## src/rtl/prog_loader_pkg.sv

```systemverilog
// prog_loader shared definitions: command codes,
// FSM state type and byte-count helper.
package prog_loader_pkg;

  localparam logic [7:0] CMD_WRITE   = 8'h01;
  localparam logic [7:0] CMD_SETADDR = 8'h02;
  localparam logic [7:0] CMD_RUN     = 8'h03;
  localparam logic [7:0] CMD_CLEAR   = 8'h04;

  typedef enum logic [2:0] {
    S_IDLE,
    S_DATA,
    S_ADDR,
    S_CHECK,
    S_WRITE,
    S_RUN
  } state_e;

  function automatic int ceil_div8(input int w);
    return (w + 7) / 8;
  endfunction

endpackage

```

## src/rtl/prog_byte_shifter.sv

```systemverilog
// MSB-first byte accumulator with byte counter,
// shared by the data and address paths of prog_loader.
module prog_byte_shifter #(
  parameter int OW = 12,
  parameter int CW = 2
) (
  input  logic          clock,
  input  logic          reset_n,
  input  logic          clr,
  input  logic          shift,
  input  logic [7:0]    din,
  output logic [OW-1:0] value_nxt,
  output logic [CW-1:0] count
);

  logic [OW-1:0] value_q, value_d;
  logic [CW-1:0] cnt_q, cnt_d;

  always_comb begin
    value_nxt = (value_q << 8) | OW'(din);
    value_d   = value_q;
    cnt_d     = cnt_q;
    if (clr) begin
      value_d = '0;
      cnt_d   = '0;
    end else if (shift) begin
      value_d = value_nxt;
      cnt_d   = cnt_q + 1'b1;
    end
  end

  always_ff @(posedge clock) begin
    if (!reset_n) begin
      value_q <= '0;
      cnt_q   <= '0;
    end else begin
      value_q <= value_d;
      cnt_q   <= cnt_d;
    end
  end

  assign count = cnt_q;

endmodule

```

## src/rtl/prog_loader.sv

```systemverilog
// UART byte-stream program loader with memory write handshake.
// Define PROG_LOADER_CHECKSUM_EN for a trailing checksum byte per WRITE.
module prog_loader
  import prog_loader_pkg::*;
#(
  parameter int WORD_WIDTH   = 12,
  parameter int ADDR_WIDTH   = 8,
  parameter int RESET_CYCLES = 4
) (
  input  logic                  clock,
  input  logic                  reset_n,
  input  logic                  rx_valid,
  input  logic [7:0]            rx_data,
  output logic [ADDR_WIDTH-1:0] mem_address,
  output logic [WORD_WIDTH-1:0] mem_data,
  output logic                  mem_write,
  input  logic                  mem_ready,
  output logic                  cpu_reset,
  output logic                  busy,
  output logic                  err_command,
  output logic                  err_overrun,
  output logic                  err_checksum
);

  localparam int BPW = ceil_div8(WORD_WIDTH);
  localparam int AB  = ceil_div8(ADDR_WIDTH);
  localparam int NB  = (BPW > AB) ? BPW : AB;
  localparam int CW  = $clog2(NB + 1);
  localparam int OW  =
    (WORD_WIDTH > ADDR_WIDTH) ? WORD_WIDTH : ADDR_WIDTH;
  localparam int RW  = $clog2(RESET_CYCLES + 1);

  state_e                state_q, state_d;
  logic [ADDR_WIDTH-1:0] addr_q, addr_d;
  logic [WORD_WIDTH-1:0] data_q, data_d;
  logic [RW-1:0]         run_q, run_d;
  logic                  ecmd_q, ecmd_d;
  logic                  eovr_q, eovr_d;
  logic                  echk_d;
  logic [OW-1:0]         sh_nxt;
  logic [CW-1:0]         sh_cnt;
  logic                  sh_clr, sh_shift;

`ifdef PROG_LOADER_CHECKSUM_EN
  logic [7:0] sum_q, sum_d;
  logic       echk_q;
`endif

  assign sh_clr   = (state_q == S_IDLE);
  assign sh_shift = rx_valid &&
    ((state_q == S_DATA) || (state_q == S_ADDR));

  prog_byte_shifter #(
    .OW (OW),
    .CW (CW)
  ) u_shifter (
    .clock     (clock),
    .reset_n   (reset_n),
    .clr       (sh_clr),
    .shift     (sh_shift),
    .din       (rx_data),
    .value_nxt (sh_nxt),
    .count     (sh_cnt)
  );

  always_comb begin
    state_d = state_q;
    addr_d  = addr_q;
    data_d  = data_q;
    run_d   = run_q;
    ecmd_d  = ecmd_q;
    eovr_d  = eovr_q;
`ifdef PROG_LOADER_CHECKSUM_EN
    echk_d  = echk_q;
    sum_d   = sum_q;
`else
    echk_d  = 1'b0;
`endif
    unique case (state_q)
      S_IDLE: begin
        if (rx_valid) begin
          unique case (rx_data)
            CMD_WRITE: begin
              state_d = S_DATA;
`ifdef PROG_LOADER_CHECKSUM_EN
              sum_d   = rx_data;
`endif
            end
            CMD_SETADDR: state_d = S_ADDR;
            CMD_RUN: begin
              state_d = S_RUN;
              addr_d  = '0;
              run_d   = '0;
            end
            CMD_CLEAR: begin
              ecmd_d = 1'b0;
              eovr_d = 1'b0;
              echk_d = 1'b0;
            end
            default: ecmd_d = 1'b1;
          endcase
        end
      end
      S_DATA: begin
        if (rx_valid) begin
`ifdef PROG_LOADER_CHECKSUM_EN
          sum_d = sum_q + rx_data;
`endif
          if (sh_cnt == CW'(BPW - 1)) begin
            data_d = sh_nxt[WORD_WIDTH-1:0];
`ifdef PROG_LOADER_CHECKSUM_EN
            state_d = S_CHECK;
`else
            state_d = S_WRITE;
`endif
          end
        end
      end
      S_ADDR: begin
        if (rx_valid && (sh_cnt == CW'(AB - 1))) begin
          addr_d  = sh_nxt[ADDR_WIDTH-1:0];
          state_d = S_IDLE;
        end
      end
`ifdef PROG_LOADER_CHECKSUM_EN
      S_CHECK: begin
        if (rx_valid) begin
          if (rx_data == sum_q) begin
            state_d = S_WRITE;
          end else begin
            state_d = S_IDLE;
            echk_d  = 1'b1;
          end
        end
      end
`endif
      S_WRITE: begin
        if (rx_valid) eovr_d = 1'b1;
        if (mem_ready) begin
          addr_d  = addr_q + 1'b1;
          state_d = S_IDLE;
        end
      end
      S_RUN: begin
        if (rx_valid) eovr_d = 1'b1;
        if (run_q == RW'(RESET_CYCLES - 1)) begin
          state_d = S_IDLE;
        end else begin
          run_d = run_q + 1'b1;
        end
      end
      default: state_d = S_IDLE;
    endcase
  end

  always_ff @(posedge clock) begin
    if (!reset_n) begin
      state_q <= S_IDLE;
      addr_q  <= '0;
      data_q  <= '0;
      run_q   <= '0;
      ecmd_q  <= 1'b0;
      eovr_q  <= 1'b0;
    end else begin
      state_q <= state_d;
      addr_q  <= addr_d;
      data_q  <= data_d;
      run_q   <= run_d;
      ecmd_q  <= ecmd_d;
      eovr_q  <= eovr_d;
    end
  end

`ifdef PROG_LOADER_CHECKSUM_EN
  always_ff @(posedge clock) begin
    if (!reset_n) begin
      sum_q  <= '0;
      echk_q <= 1'b0;
    end else begin
      sum_q  <= sum_d;
      echk_q <= echk_d;
    end
  end
  assign err_checksum = echk_q;
`else
  assign err_checksum = echk_d;
`endif

  assign mem_address = addr_q;
  assign mem_data    = data_q;
  assign mem_write   = (state_q == S_WRITE);
  assign cpu_reset   = (state_q == S_RUN);
  assign busy        = (state_q != S_IDLE);
  assign err_command = ecmd_q;
  assign err_overrun = eovr_q;

endmodule

```

## config.mk

```make
export PLATFORM = sky130hd
export DESIGN_NAME = prog_loader
export DESIGN_NICKNAME = d
export VERILOG_FILES = /design/src/rtl/prog_loader_pkg.sv /design/src/rtl/prog_byte_shifter.sv /design/src/rtl/prog_loader.sv
export SDC_FILE = /design/constraint.sdc
export NUM_CORES = 1
export LEC_CHECK = 0
export CORE_UTILIZATION = 53
export CTS_CLUSTER_DIAMETER = 30
export CTS_CLUSTER_SIZE = 28
export DETAILED_ROUTE_END_ITERATION = 16
export HOLD_SLACK_MARGIN = 0.06
export PLACE_DENSITY = 0.84
export SLEW_MARGIN = 20
export SYNTH_ARGS = -nofsm -noshare
export SYNTH_HDL_FRONTEND = slang
export SYNTH_SLANG_ARGS = --single-unit
```

## constraint.sdc

```tcl
create_clock -name clock -period 5.4 [get_ports clock]
set_input_delay 0.54 -clock clock [delete_from_list [all_inputs] [get_ports clock]]
set_output_delay 0.54 -clock clock [all_outputs]
set_load 0.02 [all_outputs]
```

# ---- After elaboration in Yosys (flattened, before gate mapping)
# Cells that the tools add are included.
dict set report word_totals {
  elab_cells 75
  ff_bits 34
  inputBits 12
  output_inout_bits 26
}
dict set report op_classes {
  eq_ne 21
  n_bitwise 3
  muxes 22
  reduce_logical 18
  addsub 3
}
# cell count
set op_table {}
lappend op_table {{$mux 8} 4}
lappend op_table {{$mux 3} 9}
lappend op_table {{$pmux 8 s3} 1}
lappend op_table {{$eq 8x2->1 const B} 2}
lappend op_table {{$pmux 3 s5} 1}
lappend op_table {{$ne 2x1->1 const B} 7}
lappend op_table {{$or 12x8->12} 1}
lappend op_table {{$pmux 3 s3} 1}
lappend op_table {{$add 8x1->8 const B} 1}
lappend op_table {{$eq 8x1->1 const B} 1}
lappend op_table {{$eq 8x3->1 const B} 1}
lappend op_table {{$reduce_and 4->1} 2}
lappend op_table {{$reduce_and 7->1} 1}
lappend op_table {{$eq 3x2->1 const B} 2}
lappend op_table {{$eq 3x3->1 const B} 2}
lappend op_table {{$ne 2x2->1 const B} 3}
lappend op_table {{$pmux 3 s2} 1}
lappend op_table {{$reduce_and 3->1} 2}
lappend op_table {{$reduce_bool 3->1} 2}
lappend op_table {{$reduce_and 5->1} 1}
lappend op_table {{$ne 4x1->1 const B} 1}
lappend op_table {{$pmux 1 s2} 2}
lappend op_table {{$reduce_bool 2->1} 2}
lappend op_table {{$reduce_or 2->1} 2}
lappend op_table {{11 further kinds} 15}

# ---- Depth between registers and ports, before layout
# Gate-level depths: netlist of the first run.
dict set report depth {
  depth_word 4
  depth_mapped 8
  depth_no_buf 7
}

# ---- Modules after synthesis
# A second synthesis of the first run with hierarchy kept.
dict set report hier_totals {
  cells_unflattened 217
  area_unflattened_um2 1948.1
}
# mod cells_per_inst instances seq_area_each_um2 area_per_inst_um2
set modules_own_cells {}
lappend modules_own_cells {prog_loader 188 1 560.5 1656.6}
lappend modules_own_cells {prog_byte_shifter 29 1 120.1 291.5}

# ---- Least setup slack after synthesis of the first run
# OpenSTA, ideal clock, no wires.
dict set report synth_timing {
  path_kind {input-to-reg}
  start {in rx_data[3]}
  end {reg addr_q[6], in the netlist mem_address[6]}
  path_slack_ns 3.135
  arrival_time_ns 2.199
  cell_stages 6
  setup_time_ns 0.066
  t_required_ns 5.334
  path_buffers 1
  path_cell_list {or4_4 > or4_4 > a211oi_4 > buf_6 > o21ai_1 > a21oi_2}
}
dict set report synth_between {
  elab_chain_len 3
}
# item line_no
set synth_lines {}
lappend synth_lines {{start, declared} prog_loader.sv:13} ;# input logic [7:0] rx_data,
lappend synth_lines {{$eq 8x2->1} prog_loader.sv:82} ;# unique case (rx_data)
lappend synth_lines {{$ne 2x1->1 (no line)} --}
lappend synth_lines {{$reduce_and 5->1 (no line)} --}
lappend synth_lines {{end signal, assigned} prog_loader.sv:166} ;# addr_q <= addr_d;
lappend synth_lines {{end, declared} prog_loader.sv:34} ;# logic [ADDR_WIDTH-1:0] addr_q, addr_d;
# Every way passes these cells.
# A chain may end at the register's enable or synchronous reset.

# ---- Final worst setup path of the first run
dict set report layout_timing {
  start {in rx_data[3]}
  end {reg addr_q[2], in the netlist mem_address[2]}
}
# Same word-level chain as after synthesis.

==> flow_summary.yaml, run 1 <==
die:
  rows: 20
  dieArea_um2: 3417
  die_h_um: 58.46
  initial_core_util_pct: 55.79
  die_w_um: 58.46
  top_level_ports: 38
  coreArea_um2: 3028
pwr:
  p_sw_share_pct: 22.21
  power.density_nw_per_um2: 216.5
  p_comb_share_pct: 5.6
  p_sw_uw: 102.3
  p_leak_uw: 0.0008763
  pwr-share-clk_pct: 39.7
  pwr-share-seq_pct: 54.7
  p_int_uw: 358.3
  peakVddDrop_v: 0.0001175
synth:
  synth_area_per_cell_um2: 8.707
  synthTopCellsByCount: "dfxtp_1, nor2_1, mux2i_1"
  synth_compound_area_share_pct: 16.37
  netlist_area_um2: 1689
  synth_adder_area_share_pct: 3.704
  syn_nets: 211
  yosysSeqAreaShare_pct: 40.30
  postSynthCellCount: 194
  synth_top_area_cell: "dfxtp_1"
  yosys.area.top_type_share_pct: 40.30
  yosys.area_share.simple_pct: 19.04
  synth_cell_type_count: 42
  synth_xor_xnor_area_share_pct: 2.593
  synth_edf_count: 0
  ys_seq_elements: 34
  synth_area_leaders: "dfxtp_1, mux2i_1, nor2_1"
  synth_most_common_cell: "dfxtp_1"
  synth_top_family_by_area: "simple AND/OR/NAND/NOR gates"
  synth-main-ff-cell: "dfxtp_1"
  ys_warn_count: 0
  async_flop_share_pct: 0
  synth_mux_area_share_pct: 11.85
sta:
  setup_tns_ns: 0
  whs_ns: 0.4820
  slew_viol_final: 0
  worst_pin_slew_ns: 0.7753
  period_needed_ns: 2.843
  min_period_over_period_pct: 52.66
  slew_headroom_pct: 48.20
  setup_viol: 0
  hold_viol: 0
  clock_skew_ns: 0.006533
  rsz0062_at_grt: "no"
  max_freq_ghz: 0.3517
global_route:
  grt_pass1_wl_um: 5947
  overflow: 0
  antenna_found_initial: 0
  grt_max_degree: 21
  grt_pass1_vias: 1336
  grt_use_total_pct: 22.80
clock_tree:
  cts-htree-levels: 2
  cts_tree: "built"
  post-cts-setup-buffers: 0
  ctsResizeCount: 0
  clk_latency_ns: 0.34
  clockRootBuffer: "clkbuf_4"
  cts_buffers: 5
  clockBufferDepth: 2
  clk_pin_slew_ns: 0.11
  hold_buffers: 0
  cts.sinks: 34
placement:
  port_buffers: 36
  placed_area_um2: 2049
  placedCellCount: 264
  gp_congestion: 0.8338
  place_hpwl_um: 2649
critical_path:
  crit_type: "input pin to flop"
  reg2reg_to: "run_q[2]$_SDFFE_PN0P_"
  path_max_fanout: 15
  max_stage_delay_ns: 0.64
  reg2reg_from: "state_q[2]$_SDFFE_PN0P_"
  critical_path_buf_inv_count: 1
  path_depth: 6
  r2r_slack_ns: 3.09
  crit_chain: "clkdlybuf4s50_1, or4_4, or4_4, a211oi_4, a21boi_0, o31ai_1"
  startpoint_type: "input pin"
  worstPathRequired_ns: 5.61
  end_kind: "flop"
  cp.arrival_ns: 3.05
  slowest_stage: "a211oi_4"
  reg2reg_depth: 5
  startpoint: "rx_data[3]"
  crit_end: "mem_address[2]$_SDFFE_PN0P_"
  critical_path.top_delay_family: "simple AND/OR/NAND/NOR gates"
  path_common_cell: "or4_4"
routing:
  ant_nets: 0
  drtIter0Drc: 61
  firstDrtPassIters: 4
  wl_um: 3718
  vias: 1524
  post_drt_via_cell_ratio: 5.603
  wire_per_inst_um: 13.67
  route.detailed.drc: 0
run_status:
  status: "finished, final reports clean"
cells_and_area:
  syn_to_final_growth_pct: 25.93
  drive_above_1_share_pct: 6.579
  stdcell_count: 272
  nets: 244
  fin_area_um2: 2127
  antennaDiodeCount: 0
flow_run:
  max_cap_violations: 0
hold_path:
  worstHoldPathCells: 2
  hp-class: "flop to flop"
placed cells by master, fill, tap and decap left out, types with 3 or more instances in the layout:
cell type / netlist / final
ha_1: 5 / 5
a22oi_1: 4 / 4
dfxtp_1: 34 / 34
nor2_1: 32 / 32
mux2i_1: 20 / 20
xor2_1: 3 / 3
a21oi_1: 8 / 8
clkbuf_4: 1 / 5
clkdlybuf4s50_1: 0 / 36
nand2_1: 12 / 12
inv_1: 11 / 11
o21ai_0: 4 / 4
a21oi_2: 3 / 3
o21ai_1: 3 / 3
nand3_1: 11 / 11
o31ai_1: 3 / 3
cell families (layout without fill, tap and decap cells):
group,Yosys count,count (layout)
simple gates,69,69
compound gates,38,38
flops,34,34
buf+inv,22,56
mux,20,20
fa+ha+maj,5,5
xor+xnor,5,5
other cells,1,1
metrics by stage:
step | total power (uW) | util [%] | setup WS (ns)
global route | 478.6 | 70.25 | 2.450
finish | 460.6 | 70.25 | 2.557
global placement | 283.0 | 67.69 | 2.275
floorplan | 268.5 | - | 3.135
detailed placement | 283.4 | 67.69 | 2.210
CTS | 463.2 | 70.25 | 2.584
layout make-up:
class                      count  area (um2)
multi-input combinational    138       908.4
fill                         252       900.9
sequential                    34       680.7
timing repair buffer          36       360.3
tap                           44       55.05
inverter                      12       45.04
clock inverter                 3       40.04
clock buffer                   5       37.54
worst register-to-register path, cell delays in order, from the launching register on:
cell,delay (ns)
dfxtp_1,0.43
nor3_1,0.49
inv_1,0.14
nor4_1,0.52
a41oi_1,0.32
o41ai_1,0.31
flip-flops by register name (all words and copies together) (netlist names):
name	flops
err_command	1
err_overrun	1
mem_address	8
mem_data	12
run_q	3
state_q	3
u_shifter.count	2
u_shifter.value_q	4
worst min-delay path by stage:
stage,start,endpoint,slack [ns]
final,err_command$_SDFFE_PN0P_,err_command$_SDFFE_PN0P_,0.48
after global routing,run_q[2]$_SDFFE_PN0P_,run_q[2]$_SDFFE_PN0P_,0.53
after CTS,err_command$_SDFFE_PN0P_,err_command$_SDFFE_PN0P_,0.49
after detailed placement,err_command$_SDFFE_PN0P_,err_command$_SDFFE_PN0P_,0.46
after global placement,err_command$_SDFFE_PN0P_,err_command$_SDFFE_PN0P_,0.45
after floorplan,run_q[2]$_SDFFE_PN0P_,run_q[2]$_SDFFE_PN0P_,0.44
metal layers:
layer	track usage (%)	vias to the layer above	part of all wire, %
met1	29.42	714	45
met2	37.44	57	47
met5	0	-	0
met4	6.803	0	0.97
met3	6.154	6	6.5
li1	-	747	-
power by group through the flow:
stage / Clock (uW) / Sequential, uW / Combinational (uW)
after floorplan: 0 / 259 / 10.0
after global placement: 0 / 258 / 25.3
after detailed placement: 0 / 258 / 25.7
after CTS: 185 / 252 / 25.8
after global routing: 198 / 252 / 27.9
final: 183 / 252 / 25.9
No activity file was read; power rests on OpenSTA's default activity.
==> run 2: changes to the inputs <==
--- a/config.mk
+++ b/config.mk
@@ -5,12 +5,12 @@
 export SDC_FILE = /design/constraint.sdc
 export NUM_CORES = 1
 export LEC_CHECK = 0
-export CORE_UTILIZATION = 53
+export CORE_UTILIZATION = 49
 export CTS_CLUSTER_DIAMETER = 30
 export CTS_CLUSTER_SIZE = 28
 export DETAILED_ROUTE_END_ITERATION = 16
 export HOLD_SLACK_MARGIN = 0.06
-export PLACE_DENSITY = 0.84
+export PLACE_DENSITY = 0.78
 export SLEW_MARGIN = 20
 export SYNTH_ARGS = -nofsm -noshare
 export SYNTH_HDL_FRONTEND = slang
==> constraint.sdc (replaced) <==
create_clock -name clock -period 2.92 [get_ports clock]
set_input_delay 0.292 -clock clock [delete_from_list [all_inputs] [get_ports clock]]
set_output_delay 0.292 -clock clock [all_outputs]
set_load 0.02 [all_outputs]
==> flow_summary.yaml, run 2 (synthesis results as in run 1) <==
run_status:
  status: "finished, final reports clean"
pwr:
  pwr-share-seq_pct: 59.2
  peakVddDrop_v: 0.0002023
  p_sw_share_pct: 23.48
  p_sw_uw: 185.0
  total_power_uw: 787.9
  pwr-share-clk_pct: 34.6
  p_int_uw: 603.0
  p_leak_uw: 0.0008903
  power.density_nw_per_um2: 366.3
  p_comb_share_pct: 6.3
placement:
  port_buffers: 36
  place_hpwl_um: 2963
  gp_congestion: 0.8519
  dp_slack_ns: 0.07172
critical_path:
  cp.arrival_ns: 2.80
  crit_type: "input pin to flop"
  path_max_fanout: 11
  end_kind: "flop"
  worstPathRequired_ns: 3.19
  startpoint_type: "input pin"
sta:
  setup_tns_ns: 0
  clock_skew_ns: 0.008227
  rsz0062_at_grt: "no"
  period_needed_ns: 2.524
  setup_viol: 0
  worst_pin_slew_ns: 0.7892
  min_period_over_period_pct: 86.45
  slew_viol_final: 0
  slew_headroom_pct: 47.27
  setup_ws_ns: 0.3956
  max_freq_ghz: 0.3961
  hold_viol: 0
cells_and_area:
  syn_to_final_growth_pct: 27.33
  multiInputGateArea_um2: 908.4
  most-common-layout-cells: "clkdlybuf4s50_1, dfxtp_1, nor2_1, mux2i_1, nand2_1"
  fin_util_pct: 68.21
  fillers: 272
  drive_above_1_share_pct: 8.584
  final-seq-area_um2: 680.7
  nets: 249
  antennaDiodeCount: 0
  largest_reg_flops: 12
  layout_commonest_cell: "clkdlybuf4s50_1"
clock_tree:
  cts_tree: "built"
  clk_pin_slew_ns: 0.11
  cts_buffers: 5
  post-cts-setup-buffers: 0
  cts.sinks: 34
  ctsResizeCount: 0
  clockRootBuffer: "clkbuf_4"
  clockBufferDepth: 2
  cts-htree-levels: 2
  clk_latency_ns: 0.33
  hold_buffers: 0
die:
  top_level_ports: 38
  initial_core_util_pct: 53.57
  die_w_um: 60.71
  die_h_um: 60.71
  rows: 20
  dieArea_um2: 3686
  coreArea_um2: 3153
routing:
  route.detailed.drc: 0
  ant_nets: 0
  wl_um: 3885
  firstDrtPassIters: 4
  post_drt_via_cell_ratio: 5.455
  drtIter0Drc: 55
  vias: 1511
  wire_per_inst_um: 14.03
global_route:
  grt_use_total_pct: 24.45
  grt_pass1_wl_um: 6699
  grt_pass1_vias: 1495
  antenna_found_initial: 0
  overflow: 0
  grt_max_degree: 17
hold_path:
  hp-class: "flop to flop"
flow_run:
  max_cap_violations: 0
## run 2: cell types whose count changed in the layout (fill, tap and decap cells not counted)
cell        previous run  this run
buf_4                  0         5
bufinv_16              1         0
clkbuf_8               0         1
clkinv_2               2         1
clkinvlp_4             0         1
## run 2: power by group through the flow
stage | sequential (uW) | combinational [uW] | clock [uW]
global placement | 477 | 48.6 | 0
detailed placement | 477 | 49.2 | 0
finish | 466 | 49.5 | 272
global route | 467 | 53.6 | 301
CTS | 466 | 49.4 | 278
floorplan | 478 | 18.5 | 0
## run 2: layout make-up
| class | count | share of cell area (%) |
|---|---|---|
| Multi-Input combinational cell | 138 | 42.23 |
| Sequential cell | 34 | 31.65 |
| Timing Repair Buffer | 41 | 18.50 |
| Tap cell | 44 | 2.560 |
| Clock buffer | 6 | 2.385 |
| Inverter | 12 | 2.094 |
| Clock inverter | 2 | 0.5817 |
## run 2: stage by stage
step / hold slack [ns] / std cells / instance area [um2]
6_report: 0.4771 / 277 / 2151
3_3_place_gp: 0.4510 / 269 / 2087
4_1_cts: 0.4802 / 277 / 2151
2_1_floorplan: 0.4280 / 194 / 1689
5_1_grt: 0.4897 / 277 / 2151
3_5_place_dp: 0.4622 / 269 / 2087
## run 2: worst paths after layout
| path | from | to | slack (ns) | cells past startpoint |
|---|---|---|---|---|
| max | rx_data[3] | mem_address[5]$_SDFFE_PN0P_ | 0.40 | 7 |
| min | err_overrun$_SDFFE_PN0P_ | err_overrun$_SDFFE_PN0P_ | 0.48 | 2 |
| max reg2reg | state_q[2]$_SDFFE_PN0P_ | run_q[0]$_SDFFE_PN0P_ | 0.76 | 7 |
| min reg2reg | err_overrun$_SDFFE_PN0P_ | err_overrun$_SDFFE_PN0P_ | 0.48 | 2 |
## run 2: critical path: stages
cell and delay [ns]:
clkdlybuf4s50_1 0.48, or4_4 0.59, or4_4 0.46, a211oi_4 0.51
buf_4 0.24, o21ai_1 0.08, a21oi_2 0.14
## run 2: layer usage
layer / vias to the layer above / track usage, % / share of wire, %
met5: - / 0 / 0
met1: 695 / 31.87 / 44
met4: 0 / 9.740 / 1.5
met3: 7 / 4.691 / 5.7
met2: 53 / 40.03 / 49
li1: 756 / - / -
==> run 3: changes to the inputs <==
--- a/config.mk
+++ b/config.mk
@@ -6,6 +6,7 @@
 export NUM_CORES = 1
 export LEC_CHECK = 0
 export CORE_UTILIZATION = 49
+export CTS_BUF_LIST = sky130_fd_sc_hd__clkbuf_8 sky130_fd_sc_hd__clkbuf_16
 export CTS_CLUSTER_DIAMETER = 30
 export CTS_CLUSTER_SIZE = 28
 export DETAILED_ROUTE_END_ITERATION = 16
==> flow_summary.yaml, run 3 (synthesis results as in run 1) <==
run_status:
  status: "finished, final reports clean"
routing:
  wl_um: 3994
  wire_per_inst_um: 14.42
  post_drt_via_cell_ratio: 5.520
  route.detailed.drc: 0
  drtIter0Drc: 64
  vias: 1529
  ant_nets: 0
  firstDrtPassIters: 4
placement:
  place_hpwl_um: 2963
  port_buffers: 36
  gp_congestion: 0.8519
clock_tree:
  hold_buffers: 0
  clockBufferDepth: 2
  cts.sinks: 34
  ctsResizeCount: 0
  cts-htree-levels: 2
  clk_pin_slew_ns: 0.07
  cts_tree: "built"
  post-cts-setup-buffers: 0
  clockRootBuffer: "clkbuf_8"
  cts_buffers: 5
  clk_latency_ns: 0.29
critical_path:
  startpoint: "rx_data[3]"
  path_max_fanout: 11
  end_kind: "flop"
  worstPathRequired_ns: 3.15
  path_common_cell: "or4_4"
  slowest_stage: "or4_4"
  max_stage_delay_ns: 0.59
  reg2reg_to: "run_q[0]$_SDFFE_PN0P_"
  cp.arrival_ns: 2.80
  crit_chain: "clkdlybuf4s50_1, or4_4, or4_4, a211oi_4, buf_4, o21ai_1, a21oi_2"
  reg2reg_from: "state_q[2]$_SDFFE_PN0P_"
  reg2reg_depth: 7
  crit_type: "input pin to flop"
  r2r_slack_ns: 0.76
  startpoint_type: "input pin"
global_route:
  grt_pass1_wl_um: 6789
  antenna_found_initial: 0
  grt_max_degree: 17
  grt_use_total_pct: 25.03
  grt_pass1_vias: 1491
  overflow: 0
sta:
  max_freq_ghz: 0.3889
  worst_pin_slew_ns: 0.7876
  whs_ns: 0.4723
  setup_viol: 0
  min_period_over_period_pct: 88.06
  hold_viol: 0
  slew_headroom_pct: 47.38
  setup_tns_ns: 0
  slew_viol_final: 0
  rsz0062_at_grt: "no"
  period_needed_ns: 2.571
  clock_skew_ns: 0.006827
cells_and_area:
  largest_reg_flops: 12
  nets: 249
  most-common-layout-cells: "clkdlybuf4s50_1, dfxtp_1, nor2_1, mux2i_1, nand2_1"
  fillers: 269
  layout_commonest_cell: "clkdlybuf4s50_1"
  drive_above_1_share_pct: 8.584
  syn_to_final_growth_pct: 29.19
  antennaDiodeCount: 0
pwr:
  p_leak_uw: 0.0009032
  peakVddDrop_v: 0.0002682
  power.density_nw_per_um2: 403.7
die:
  coreArea_um2: 3153
  initial_core_util_pct: 53.57
  rows: 20
  die_w_um: 60.71
  die_h_um: 60.71
  top_level_ports: 38
  dieArea_um2: 3686
hold_path:
  hp-start: "err_overrun$_SDFFE_PN0P_"
  hp-class: "flop to flop"
  whs_endpoint: "err_overrun$_SDFFE_PN0P_"
  worstHoldPathCells: 2
flow_run:
  max_cap_violations: 0
-- run 3: changes by cell type in the layout (fill, tap and decap cells not counted) --
| cell | delta |
|---|---|
| clkbuf_8 | +5 |
| clkbuf_4 | -5 |
-- run 3: how the worst max path moves through the flow --
| stage | to | slack, ns | cells after the start |
|---|---|---|---|
| after floorplan | run_q[0]$_SDFFE_PN0P_ | 0.88 | 7 |
| after global placement | mem_address[5]$_SDFFE_PN0P_ | 0.17 | 7 |
| after detailed placement | mem_address[5]$_SDFFE_PN0P_ | 0.07 | 7 |
| after CTS | mem_address[5]$_SDFFE_PN0P_ | 0.35 | 7 |
| after global routing | mem_address[5]$_SDFFE_PN0P_ | 0.25 | 7 |
| final | mem_address[5]$_SDFFE_PN0P_ | 0.35 | 7 |
-- run 3: worst max-delay path: cells and delay by family --
family	cells	cell delay, ns
buffers and inverters	2	0.72
AOI/OAI and AO/OA	3	0.74
and+or+nand+nor	2	1.05
-- run 3: stage by stage --
step	total power [uW]	instances	util (%)	setup WS (ns)	instance area, um2
global route	907.1	277	69.21	0.2458	2182
finish	880.9	277	69.21	0.3486	2182
floorplan	496.6	194	-	0.8825	1689
CTS	885.5	277	69.21	0.3535	2182
global placement	525.1	269	66.19	0.1674	2087
detailed placement	526.0	269	66.19	0.07172	2087
-- run 3: per-layer routing --
layer  vias to the layer above  global-route usage [%]  wire, um
li1                        754                       -         -
met1                       715                   32.54      1841
met2                        51                   40.19      1881
met3                         9                   5.117       187
met4                         0                   11.36        82
met5                         -                       0         0
-- run 3: report_power, final --
part	switching, uW	leakage (uW)	total, uW	internal (uW)
logic	27.3	0.000582	49.7	22.4
clock network	176	0.0000472	365	189
registers	1.42	0.000274	466	465
total	204	0.000903	881	677
-- run 3: cell type report --
class | instances | area, um2 | share of cell area [%]
multi-input cells | 138 | 908.4 | 41.63
flip-flops and latches | 34 | 680.7 | 31.19
repair buffers | 41 | 397.9 | 18.23
clock buffers | 6 | 82.58 | 3.784
well taps | 44 | 55.05 | 2.523
inverters | 12 | 45.04 | 2.064
clock inverters | 2 | 12.51 | 0.5734
